## src/rtl/calc_ctrl_fsm.sv

```systemverilog
// Moore control FSM sequencing a 2-operand regfile/ALU calculator: load, load, execute, output.
// Optional macro CALC_CTRL_GO_HANDSHAKE_EN: hold in LoadOutput while Go stays high.
module calc_ctrl_fsm (
    input  logic       clk,
    input  logic       reset,
    input  logic       Go,
    input  logic [1:0] Op,
    output logic [3:0] CS,
    output logic [1:0] s1_mux,
    output logic [1:0] wa,
    output logic       we,
    output logic [1:0] raa,
    output logic       rea,
    output logic [1:0] rab,
    output logic       reb,
    output logic [1:0] c,
    output logic       s2_mux,
    output logic       Done
);

    localparam logic [3:0] S0 = 4'd0;
    localparam logic [3:0] S1 = 4'd1;
    localparam logic [3:0] S2 = 4'd2;
    localparam logic [3:0] S3 = 4'd3;
    localparam logic [3:0] S4 = 4'd4;
    localparam logic [3:0] S5 = 4'd5;
    localparam logic [3:0] S6 = 4'd6;
    localparam logic [3:0] S7 = 4'd7;
    localparam logic [3:0] S8 = 4'd8;

    // {s1_mux,wa,we,raa,rea,rab,reb,c,s2_mux,Done}
    localparam logic [14:0] W_WAIT = 15'b01_00_0_00_0_00_0_00_0_0;
    localparam logic [14:0] W_LD1  = 15'b11_01_1_00_0_00_0_00_0_0;
    localparam logic [14:0] W_LD2  = 15'b10_10_1_00_0_00_0_00_0_0;
    localparam logic [14:0] W_ADD  = 15'b00_11_1_01_1_10_1_11_0_0;
    localparam logic [14:0] W_SUB  = 15'b00_11_1_01_1_10_1_10_0_0;
    localparam logic [14:0] W_AND  = 15'b00_11_1_01_1_10_1_01_0_0;
    localparam logic [14:0] W_XOR  = 15'b00_11_1_01_1_10_1_00_0_0;
    localparam logic [14:0] W_OUT  = 15'b01_00_0_11_1_11_1_01_1_1;

    logic [3:0]  cs_q, cs_d;
    logic [14:0] out_word;

    always_comb begin
        cs_d = S0;
        case (cs_q)
            S0: cs_d = Go ? S1 : S0;
            S1: cs_d = S2;
            S2: cs_d = S3;
            S3: begin
                case (Op)
                    2'b11:   cs_d = S4;
                    2'b10:   cs_d = S5;
                    2'b01:   cs_d = S6;
                    default: cs_d = S7;
                endcase
            end
            S4, S5, S6, S7: cs_d = S8;
`ifdef CALC_CTRL_GO_HANDSHAKE_EN
            // Hold the result until the requester drops Go.
            S8: cs_d = Go ? S8 : S0;
`else
            S8: cs_d = S0;
`endif
            default: cs_d = S0;
        endcase
    end

    always_ff @(posedge clk) begin
        if (!reset) begin
            cs_q <= S0;
        end else begin
            cs_q <= cs_d;
        end
    end

    always_comb begin
        out_word = W_WAIT;
        case (cs_q)
            S1:      out_word = W_LD1;
            S2:      out_word = W_LD2;
            S4:      out_word = W_ADD;
            S5:      out_word = W_SUB;
            S6:      out_word = W_AND;
            S7:      out_word = W_XOR;
            S8:      out_word = W_OUT;
            default: out_word = W_WAIT;
        endcase
    end

    assign CS = cs_q;
    assign {s1_mux, wa, we, raa, rea, rab, reb, c, s2_mux, Done} = out_word;

endmodule

```

## config.mk

```make
export PLATFORM = sky130hd
export DESIGN_NAME = calc_ctrl_fsm
export DESIGN_NICKNAME = d
export VERILOG_FILES = /design/src/rtl/calc_ctrl_fsm.sv
export SDC_FILE = /design/constraint.sdc
export NUM_CORES = 1
export LEC_CHECK = 0
export CAP_MARGIN = 20
export CELL_PAD_IN_SITES_DETAIL_PLACEMENT = 0
export CELL_PAD_IN_SITES_GLOBAL_PLACEMENT = 2
export CORE_AREA = 2 2 39 41
export CTS_CLUSTER_DIAMETER = 30
export DETAILED_ROUTE_END_ITERATION = 10
export DIE_AREA = 0 0 41 43
export DONT_BUFFER_PORTS = 1
export GPL_TIMING_DRIVEN = 0
export PLACE_DENSITY_LB_ADDON = 0.1
export SLEW_MARGIN = 25
export SYNTH_ARGS = -nofsm -noshare
export SYNTH_HDL_FRONTEND = slang
export SYNTH_SLANG_ARGS = --single-unit
```

## constraint.sdc

```tcl
create_clock -name clk -period 2 [get_ports clk]
set_input_delay 0.2 -clock clk [delete_from_list [all_inputs] [get_ports clk]]
set_output_delay 0.2 -clock clk [all_outputs]
set_load 0.02 [all_outputs]
```

== After elaboration in Yosys (flattened, before gate mapping) ==
Cells that the tools add are included.

* Eq/ne operators: 11
* Multiplexer cells: 4
* Reduce and logical (&&, ||, !) cells: 2

{| class="wikitable"
|+ Operators with widths
! operator !! number
|-
| $pmux W15 S7 || 1
|-
| $pmux W4 S5 || 1
|-
| $eq A4 B3 Y1 const B || 4
|-
| $eq A4 B2 Y1 const B || 2
|-
| $pmux W2 S3 || 1
|-
| $eq A2 B2 Y1 const B || 2
|-
| $eq A4 B1 Y1 const B || 1
|-
| $eq A4 B4 Y1 const B || 1
|-
| $logic_not A4 Y1 || 1
|-
| $reduce_or A4 Y1 || 1
|-
| $eq A2 B1 Y1 const B || 1
|-
| $mux W1 || 1
|}

* Flip-flop bits (word level): 4
* Input bits: 5
* Output and inout port bits: 19

== Longest topological paths before layout ==
Gate-level depths: netlist (run 1).

* Depth in word-level cells: 3
* Depth in mapped cells: 4
* Gate-level depth less buffers: 2

== Least setup slack after synthesis (run 1) ==
No wires, ideal clock.

* Kind: reg-to-output
* From: register cs_q[3], in the netlist CS[3]
* To: output port raa[1]
* Arrival: 1.572 ns
* Data required time: 1.800 ns
* Setup slack: 0.228 ns
* Cell stages (with the launch flop): 4
* Buffers on the path: 1
* Cell sequence: dfxtp_1 or3b_4 nor2_1 buf_4

* Longest elaborated chain between the ends: 2
* Elaborated cells between the ends (all ways): 8
* Classes of those cells: eq/ne: 7; mux: 1

{| class="wikitable"
|+ RTL lines
! element !! line !! RTL
|-
| from (decl) || 41 || <nowiki>logic [3:0] cs_q, cs_d;</nowiki>
|-
| from (signal assigned) || 73 || <nowiki>cs_q <= cs_d;</nowiki>
|-
| $eq A4 B4 Y1 (tied with other cells) || 79 || <nowiki>case (cs_q)</nowiki>
|-
| $pmux W15 S7 (*) || 79 ||
|-
| to (decl) || 12 || <nowiki>output logic [1:0] raa,</nowiki>
|}

Every way passes the cells marked *; elsewhere a longest branch is shown, timed or not.

== Final worst setup path (run 1) ==
* From: register cs_q[1], in the netlist CS[1]
* To: output port s2_mux

* Longest elaborated chain between the ends: 2
* Elaborated cells between the ends (all ways): 8
* Classes of those cells: eq/ne: 7; mux: 1

{| class="wikitable"
|+ RTL lines
! element !! line !! RTL
|-
| $eq A4 B4 Y1 (tied with other cells) || 79 ||
|-
| $pmux W15 S7 (*) || 79 ||
|-
| to (decl) || 17 || <nowiki>output logic s2_mux,</nowiki>
|}

Marks and branches as above.

==> results of run 1 <==
-- layout by cell type (no fill, tap or decap), drive strengths merged --
cell,Yosys,routed
o21ba,1,1
and3,1,1
nor3,2,2
clkbuf,0,3
or3b,2,2
xnor2,1,1
dfxtp,4,4
nor2b,1,1
o21bai,1,1
a21oi,4,4
nand2,1,1
o21ai,1,1
nand2b,3,3
inv,2,2
a21bo,1,1
nor2,5,5
buf,8,8
-- final timing paths --
| kind | cells past startpoint | slack [ns] | to |
|---|---|---|---|
| max | 4 | 0.1 | s2_mux |
| min | 2 | 0.08 | CS[3]$_SDFF_PN0_ |
| max reg2reg | 2 | 0.87 | CS[1]$_SDFF_PN0_ |
| min reg2reg | 3 | 0.67 | CS[2]$_SDFF_PN0_ |
-- logic make-up (layout without fill, tap and decap cells) --
logic type / count (synthesis) / in the layout
AO/OA/AOI/OAI: 8 / 8
XOR/XNOR: 1 / 1
buffers and inverters: 10 / 13
flip-flops: 4 / 4
AND/OR/NAND/NOR: 15 / 15
-- final cells by class --
class | count | area [µm²] | share of cell area
clock buffer | 3 | 22.5 | 0.0616
tap | 16 | 20.0 | 0.0548
sequential | 4 | 81.3 | 0.223
inverter | 2 | 7.51 | 0.0205
multi-input combinational | 24 | 173 | 0.473
buffer | 8 | 61.3 | 0.168
-- metal layers --
layer  wire length, µm  track usage  vias up
li1                  -            -      125
met1               244       0.0900      112
met2               353        0.116       13
met3                78       0.0209        0
met4                 0        0.100        0
met5                 0            0        -
-- where the power goes --
group          switching, mW  total, mW  internal, mW
Combinational         0.0543     0.0822        0.0279
Clock                 0.0317     0.0987        0.0670
Sequential            0.0108     0.0961        0.0853
Total                 0.0968      0.277         0.180
-- stage by stage --
step                       util  hold slack (ns)  instance area, µm²
after global placement    0.240            0.318                 332
after CTS                 0.259           0.0592                 358
final                     0.264           0.0797                 365
after global routing      0.264           0.0808                 365
after detailed placement  0.240            0.317                 332
after floorplan               -            0.312                 312
-- what timing repair did --
item / 4_1_cts / 5_1_grt
resized for setup: 2 / 1
pin swaps: 0 / 0
endpoints found under the setup margin: 6 / 3
gates cloned: 0 / 0
==> impl_metrics.csv, run 1 <==
group,metric,value,unit
sta,setup_ws,0.0961,ns
sta,timing_worst_slew_pin_value,0.610,ns
yosys,syn_avg_cell_area,8.20,µm²
setup_path,arrival,1.70,ns
yosys,synth_xor_xnor_area_share,0.0281,
die,io_pins,24,
clocking,h-tree-depth,1,
yosys,synth-seq-area-share,0.257,
yosys,synth_top_cells_by_count,"6 x sky130_fd_sc_hd__buf_4, 5 x sky130_fd_sc_hd__nor2_1, 4 x sky130_fd_sc_hd__dfxtp_1",
yosys,synth_simple_gate_area_share,0.301,
global_routing,grt_start_max_net_pins,11,
final_layout,n_fill_cell,151,
drt,drtPass1Iterations,1,
final_layout,largest_register_ff_count,4,
placement,gp_congestion,0.596,
setup_path,critPathLaunch,"CS[1]$_SDFF_PN0_",
clocking,inserted_clock_buffers,3,
setup_path,setup.worst_path.end_class,"primary output",
yosys,postSynthNetCount,43,
setup_path,critPathKind,"flip-flop to primary output",
yosys,synth-compound-area-share,0.193,
drt,drt-initial-drc-count,0,
setup_path,worstPathRequired,1.80,ns
final_layout,area_growth,17.3,%
die,dieWidth,41,µm
yosys,synth_top_cells_by_area,"sky130_fd_sc_hd__dfxtp_1 26%, sky130_fd_sc_hd__buf_4 14%, sky130_fd_sc_hd__or3b_4 7.2%",
setup_path,setup.worst_path.start_class,"flip-flop",
die,placement_rows,14,
yosys,library_cell_with_the_highest_instance_count_after_synthesis,"sky130_fd_sc_hd__buf_4",
final_layout,total_inserted_antenna_cells,0,
final_layout,drive_gt1_frac,0.488,
clocking,clk_latency,0.23,ns
power_and_ir_drop,p_total,0.277,mW
sta,final_cycle_utilization_of_the_critical_path,0.952,
yosys,netlist-cell-type-count,21,
global_routing,number_of_global_route_vias_before_repair,235,
flow_run,drv_cap,0,
yosys,synth.mux.area_fraction,0,
hold_path,worstHoldPathType,"input port to flip-flop",
clocking,clkTransAtPathRegs,0.04,ns
clocking,hold_buffers,0,
power_and_ir_drop,ir_drop,0.277,mV
power_and_ir_drop,power.static_leakage,0.164,nW
sta,setup_repair_after_global_routing_missed_its_margin,"no",
yosys,synth_top_cell_area_share,0.257,
clocking,cts_num_sinks,4,
final_layout,nets,48,
sta,achievable-frequency,525,MHz
run_status,outcome,"finished, final reports clean",
yosys,yosysWarningCount,0,
die,die-height,43,µm
die,dieArea,1760,µm²
yosys,synth-main-ff-cell,"sky130_fd_sc_hd__dfxtp_1",
setup_path,worst_path_dominant_cell_family,"simple AND/OR/NAND/NOR gates",
placement,detailed_place_hpwl,531,µm
placement,place_ws,0.0906,ns
die,core,1380,µm²
yosys,ys_async_sr_fraction,0,
yosys,synth_top_family_by_area,"simple AND/OR/NAND/NOR gates",
die,initial_utilization,0.225,
power_and_ir_drop,ratio_of_total_power_to_cell_area,758,nW/µm²
yosys,register_bit_total_from_synthesis,4,
setup_path,timing.critical_path.fanout_max,9,
setup_path,timing.rr.start,"CS[2]$_SDFF_PN0_",
drt,dr_total_vias,250,
final_layout,fin_cells,57,
sta,report.final.setup_viol,0,
sta,total_negative_slack_for_setup_checks,0,ns
sta,slew_headroom,0.590,
placement,buffers_on_ports,0,
setup_path,worst-path-buf-inv,2,
drt,totalWireLength,676,µm
global_routing,initial_antenna_violation_count,0,
yosys,synthesis.area,312,µm²
drt,drt.antenna.violating_nets,0,
global_routing,wire_length_of_the_first_global_routing_pass,952,µm
clocking,clk_root_buffer_cell,"sky130_fd_sc_hd__clkbuf_4",
setup_path,crit_path_max_incr_delay,0.43,ns
drt,routed_wire_length_per_instance,11.9,µm
setup_path,slowest_stage,"sky130_fd_sc_hd__or3b_4",
yosys,yosys.area_share.adder,0,
global_routing,grt_use_total,0.0843,
yosys,synthesis.instances,38,
drt,post_drt_via_cell_ratio,4.39,
yosys,count_of_flip_flops_with_a_built_in_enable_after_synthesis,0,
sta,final_report_max_slew_violation_count,0,
clocking,clockBufferDepth,2,
drt,drt_drc_violations_left,0,
placement,place_inst,54,
hold_path,hold_path_origin,"reset",
setup_path,worst_path_cell_trace,"buf_6, or3b_4, nor2_2, buf_4",
global_routing,grt_overflow,0,
clocking,cts_tree,"yes",
clocking,cts_setup_buffers,0,
sta,hold_violations,0,
yosys,yosys.area.top_type,"sky130_fd_sc_hd__dfxtp_1",
sta,worst_clock_skew,0.000397,ns
sta,post-route-min-period,1.90,ns
Power figures use the tool's default switching activity.
==> inputs of run 2 (changes only) <==
--- a/config.mk
+++ b/config.mk
@@ -5,6 +5,7 @@
 export SDC_FILE = /design/constraint.sdc
 export NUM_CORES = 1
 export LEC_CHECK = 0
+export ABC_AREA = 1
 export CAP_MARGIN = 20
 export CELL_PAD_IN_SITES_DETAIL_PLACEMENT = 0
 export CELL_PAD_IN_SITES_GLOBAL_PLACEMENT = 2
==> run 2 against run 1 <==
Compared with the run above:
- clock-buffer cell count did not move
- fmax rose by 11%
- via count rose by 8.8%
- final cell count rose by 12%
- critical path depth did not move
- synthesized area fell by 5.2%
- clock power rose by 5%
- worst hold slack improved by 0.023 ns
- global-route usage rose by 0.58 points
- sequential power rose by 14%
- critical endpoint is now reb
- core utilization fell by 2.0 points
- clock skew rose by 0.0022 ns
==> impl_metrics.csv, run 2 <==
group,metric,value,unit
sta,final_report_max_slew_violation_count,0,
yosys,synth-seq-area-share,0.271,
drt,routed_wire_length_per_instance,11.3,µm
global_routing,wire_length_of_the_first_global_routing_pass,1080,µm
yosys,postSynthNetCount,50,
hold_path,worstHoldPathType,"input port to flip-flop",
yosys,synthesis.instances,45,
setup_path,worstPathRequired,1.80,ns
power_and_ir_drop,ratio_of_total_power_to_cell_area,910,nW/µm²
run_status,outcome,"finished, final reports clean",
yosys,synth_top_cells_by_area,"sky130_fd_sc_hd__dfxtp_1 27%, sky130_fd_sc_hd__buf_4 15%, sky130_fd_sc_hd__inv_1 11%",
final_layout,drive_gt1_frac,0.333,
yosys,syn_avg_cell_area,6.56,µm²
final_layout,layout_commonest_cell,"sky130_fd_sc_hd__inv_1",
final_layout,nets,55,
clocking,clockBufferDepth,2,
drt,drt-initial-drc-count,2,
final_layout,largest_register_ff_count,4,
setup_path,critPathKind,"flip-flop to primary output",
final_layout,fin_cells,64,
clocking,cts-resized-gates,0,
sta,total_negative_slack_for_setup_checks,0,ns
power_and_ir_drop,ir_drop,0.262,mV
die,io_pins,24,
global_routing,initial_antenna_violation_count,0,
sta,hold_violations,0,
yosys,synth_simple_gate_area_share,0.352,
clocking,inserted_clock_buffers,3,
placement,detailed_place_hpwl,571,µm
sta,achievable-frequency,581,MHz
clocking,cts_tree,"yes",
hold_path,hold_path_origin,"reset",
yosys,register_bit_total_from_synthesis,4,
die,placement_rows,14,
clocking,cts_num_sinks,4,
die,dieArea,1760,µm²
setup_path,setup.worst_path.start_class,"flip-flop",
setup_path,arrival,1.52,ns
yosys,library_cell_with_the_highest_instance_count_after_synthesis,"sky130_fd_sc_hd__inv_1",
sta,timing_worst_slew_pin_value,0.465,ns
die,die-height,43,µm
setup_path,timing.critical_path.fanout_max,5,
power_and_ir_drop,power.static_leakage,0.178,nW
clocking,cts_setup_buffers,0,
placement,gp_congestion,0.639,
die,dieWidth,41,µm
sta,worst_clock_skew,0.00261,ns
global_routing,grt_use_total,0.0902,
sta,report.final.setup_viol,0,
hold_path,min_to,"CS[0]$_SDFF_PN0_",
setup_path,timing.rr.start,"CS[1]$_SDFF_PN0_",
clocking,h-tree-depth,1,
setup_path,worst_r2r_path_depth,4,
placement,place_inst,61,
placement,dpl-instance-area,315,µm²
yosys,synth_top_cells_by_count,"9 x sky130_fd_sc_hd__inv_1, 7 x sky130_fd_sc_hd__nand2_1, 6 x sky130_fd_sc_hd__buf_4",
yosys,yosys.area.top_type,"sky130_fd_sc_hd__dfxtp_1",
drt,dr_total_vias,272,
yosys,synth-main-ff-cell,"sky130_fd_sc_hd__dfxtp_1",
setup_path,crit-reg2reg-capture,"CS[1]$_SDFF_PN0_",
sta,slew_headroom,0.691,
setup_path,setup.worst_path.end_class,"primary output",
final_layout,finalInstanceArea,338,µm²
clocking,clkTransAtPathRegs,0.04,ns
yosys,synth-compound-area-share,0.0975,
sta,final_cycle_utilization_of_the_critical_path,0.861,
final_layout,area_growth,14.4,%
yosys,synthesis.area,295,µm²
yosys,count_of_flip_flops_with_a_built_in_enable_after_synthesis,0,
clocking,hold_buffers,0,
clocking,clk_root_buffer_cell,"sky130_fd_sc_hd__clkbuf_4",
yosys,synth_top_family_by_area,"simple AND/OR/NAND/NOR gates",
yosys,synth_xor_xnor_area_share,0,
yosys,netlist-cell-type-count,13,
flow_run,drv_cap,0,
hold_path,number_of_cells_on_the_worst_hold_path,2,
die,initial_utilization,0.213,
yosys,synth_top_cell_area_share,0.271,
drt,drt_drc_violations_left,0,
placement,buffers_on_ports,0,
global_routing,grt_start_max_net_pins,8,
drt,post_drt_via_cell_ratio,4.25,
yosys,yosys.area_share.adder,0,
drt,totalWireLength,724,µm
yosys,synth.mux.area_fraction,0,
sta,setup_repair_after_global_routing_missed_its_margin,"no",
yosys,yosysWarningCount,0,
global_routing,number_of_global_route_vias_before_repair,255,
sta,post-route-min-period,1.72,ns
yosys,ys_async_sr_fraction,0,
die,core,1380,µm²
final_layout,total_inserted_antenna_cells,0,
final_layout,layout_common_cells,"9 x sky130_fd_sc_hd__inv_1, 7 x sky130_fd_sc_hd__nand2_1, 6 x sky130_fd_sc_hd__buf_4",
global_routing,grt_overflow,0,
setup_path,ff2ff_setup_slack,0.96,ns
drt,drt.antenna.violating_nets,0,
clocking,clk_latency,0.24,ns
drt,drtPass1Iterations,2,
==> run 2: metrics by stage <==
stage                     setup WS, ns  total power, mW   util  hold WS (ns)
after floorplan                  0.649            0.194      -         0.341
after global placement           0.508            0.208  0.228         0.354
after detailed placement         0.480            0.207  0.228         0.352
after CTS                        0.235            0.314  0.244         0.101
after global routing             0.135            0.330  0.244        0.0995
final                            0.277            0.307  0.244         0.103
==> run 2: cell type report <==
class,instances,area [µm²]
sequential,4,80.1
clock buffer,3,22.5
buffer,6,45.0
multi-input combinational,25,133
inverter,10,37.5
fill,162,1050
tap,16,20.0
==> run 2: worst max path at each step <==
stage,start,end,slack (ns),cells past startpoint
finish,CS[2]$_SDFF_PN0_,reb,0.28,4
global route,CS[2]$_SDFF_PN0_,raa[0],0.13,4
CTS,CS[2]$_SDFF_PN0_,reb,0.23,4
detailed placement,CS[2]$_SDFF_PN0_,reb,0.48,4
global placement,CS[2]$_SDFF_PN0_,rab[1],0.51,4
floorplan,CS[2]$_SDFF_PN0_,raa[0],0.65,4
==> run 2: routing by layer <==
metal / vias up / GRT usage / share of wire
li1: 139 / - / -
met1: 110 / 0.109 / 0.40
met2: 20 / 0.125 / 0.43
met3: 3 / 0.0366 / 0.14
met4: 0 / 0.0600 / 0.035
met5: - / 0 / 0
==> run 2: kinds of logic after synthesis <==
family,count (synthesis)
buffers and inverters,16
and+or+nand+nor,20
DFF,4
AOI/OAI and AO/OA,5
==> run 2: power breakdown <==
part           internal, mW  total [mW]  switching, mW
clock network        0.0674       0.104         0.0367
logic                0.0237      0.0932         0.0695
registers            0.0874       0.110         0.0227
total                 0.178       0.307          0.129
==> run 2: worst max-delay path: stages (launching register included) <==
cell and delay [ns]:
sky130_fd_sc_hd__dfxtp_1 0.52, sky130_fd_sc_hd__inv_1 0.16, sky130_fd_sc_hd__nand3_1 0.15, sky130_fd_sc_hd__nand2_1 0.21
sky130_fd_sc_hd__buf_4 0.23
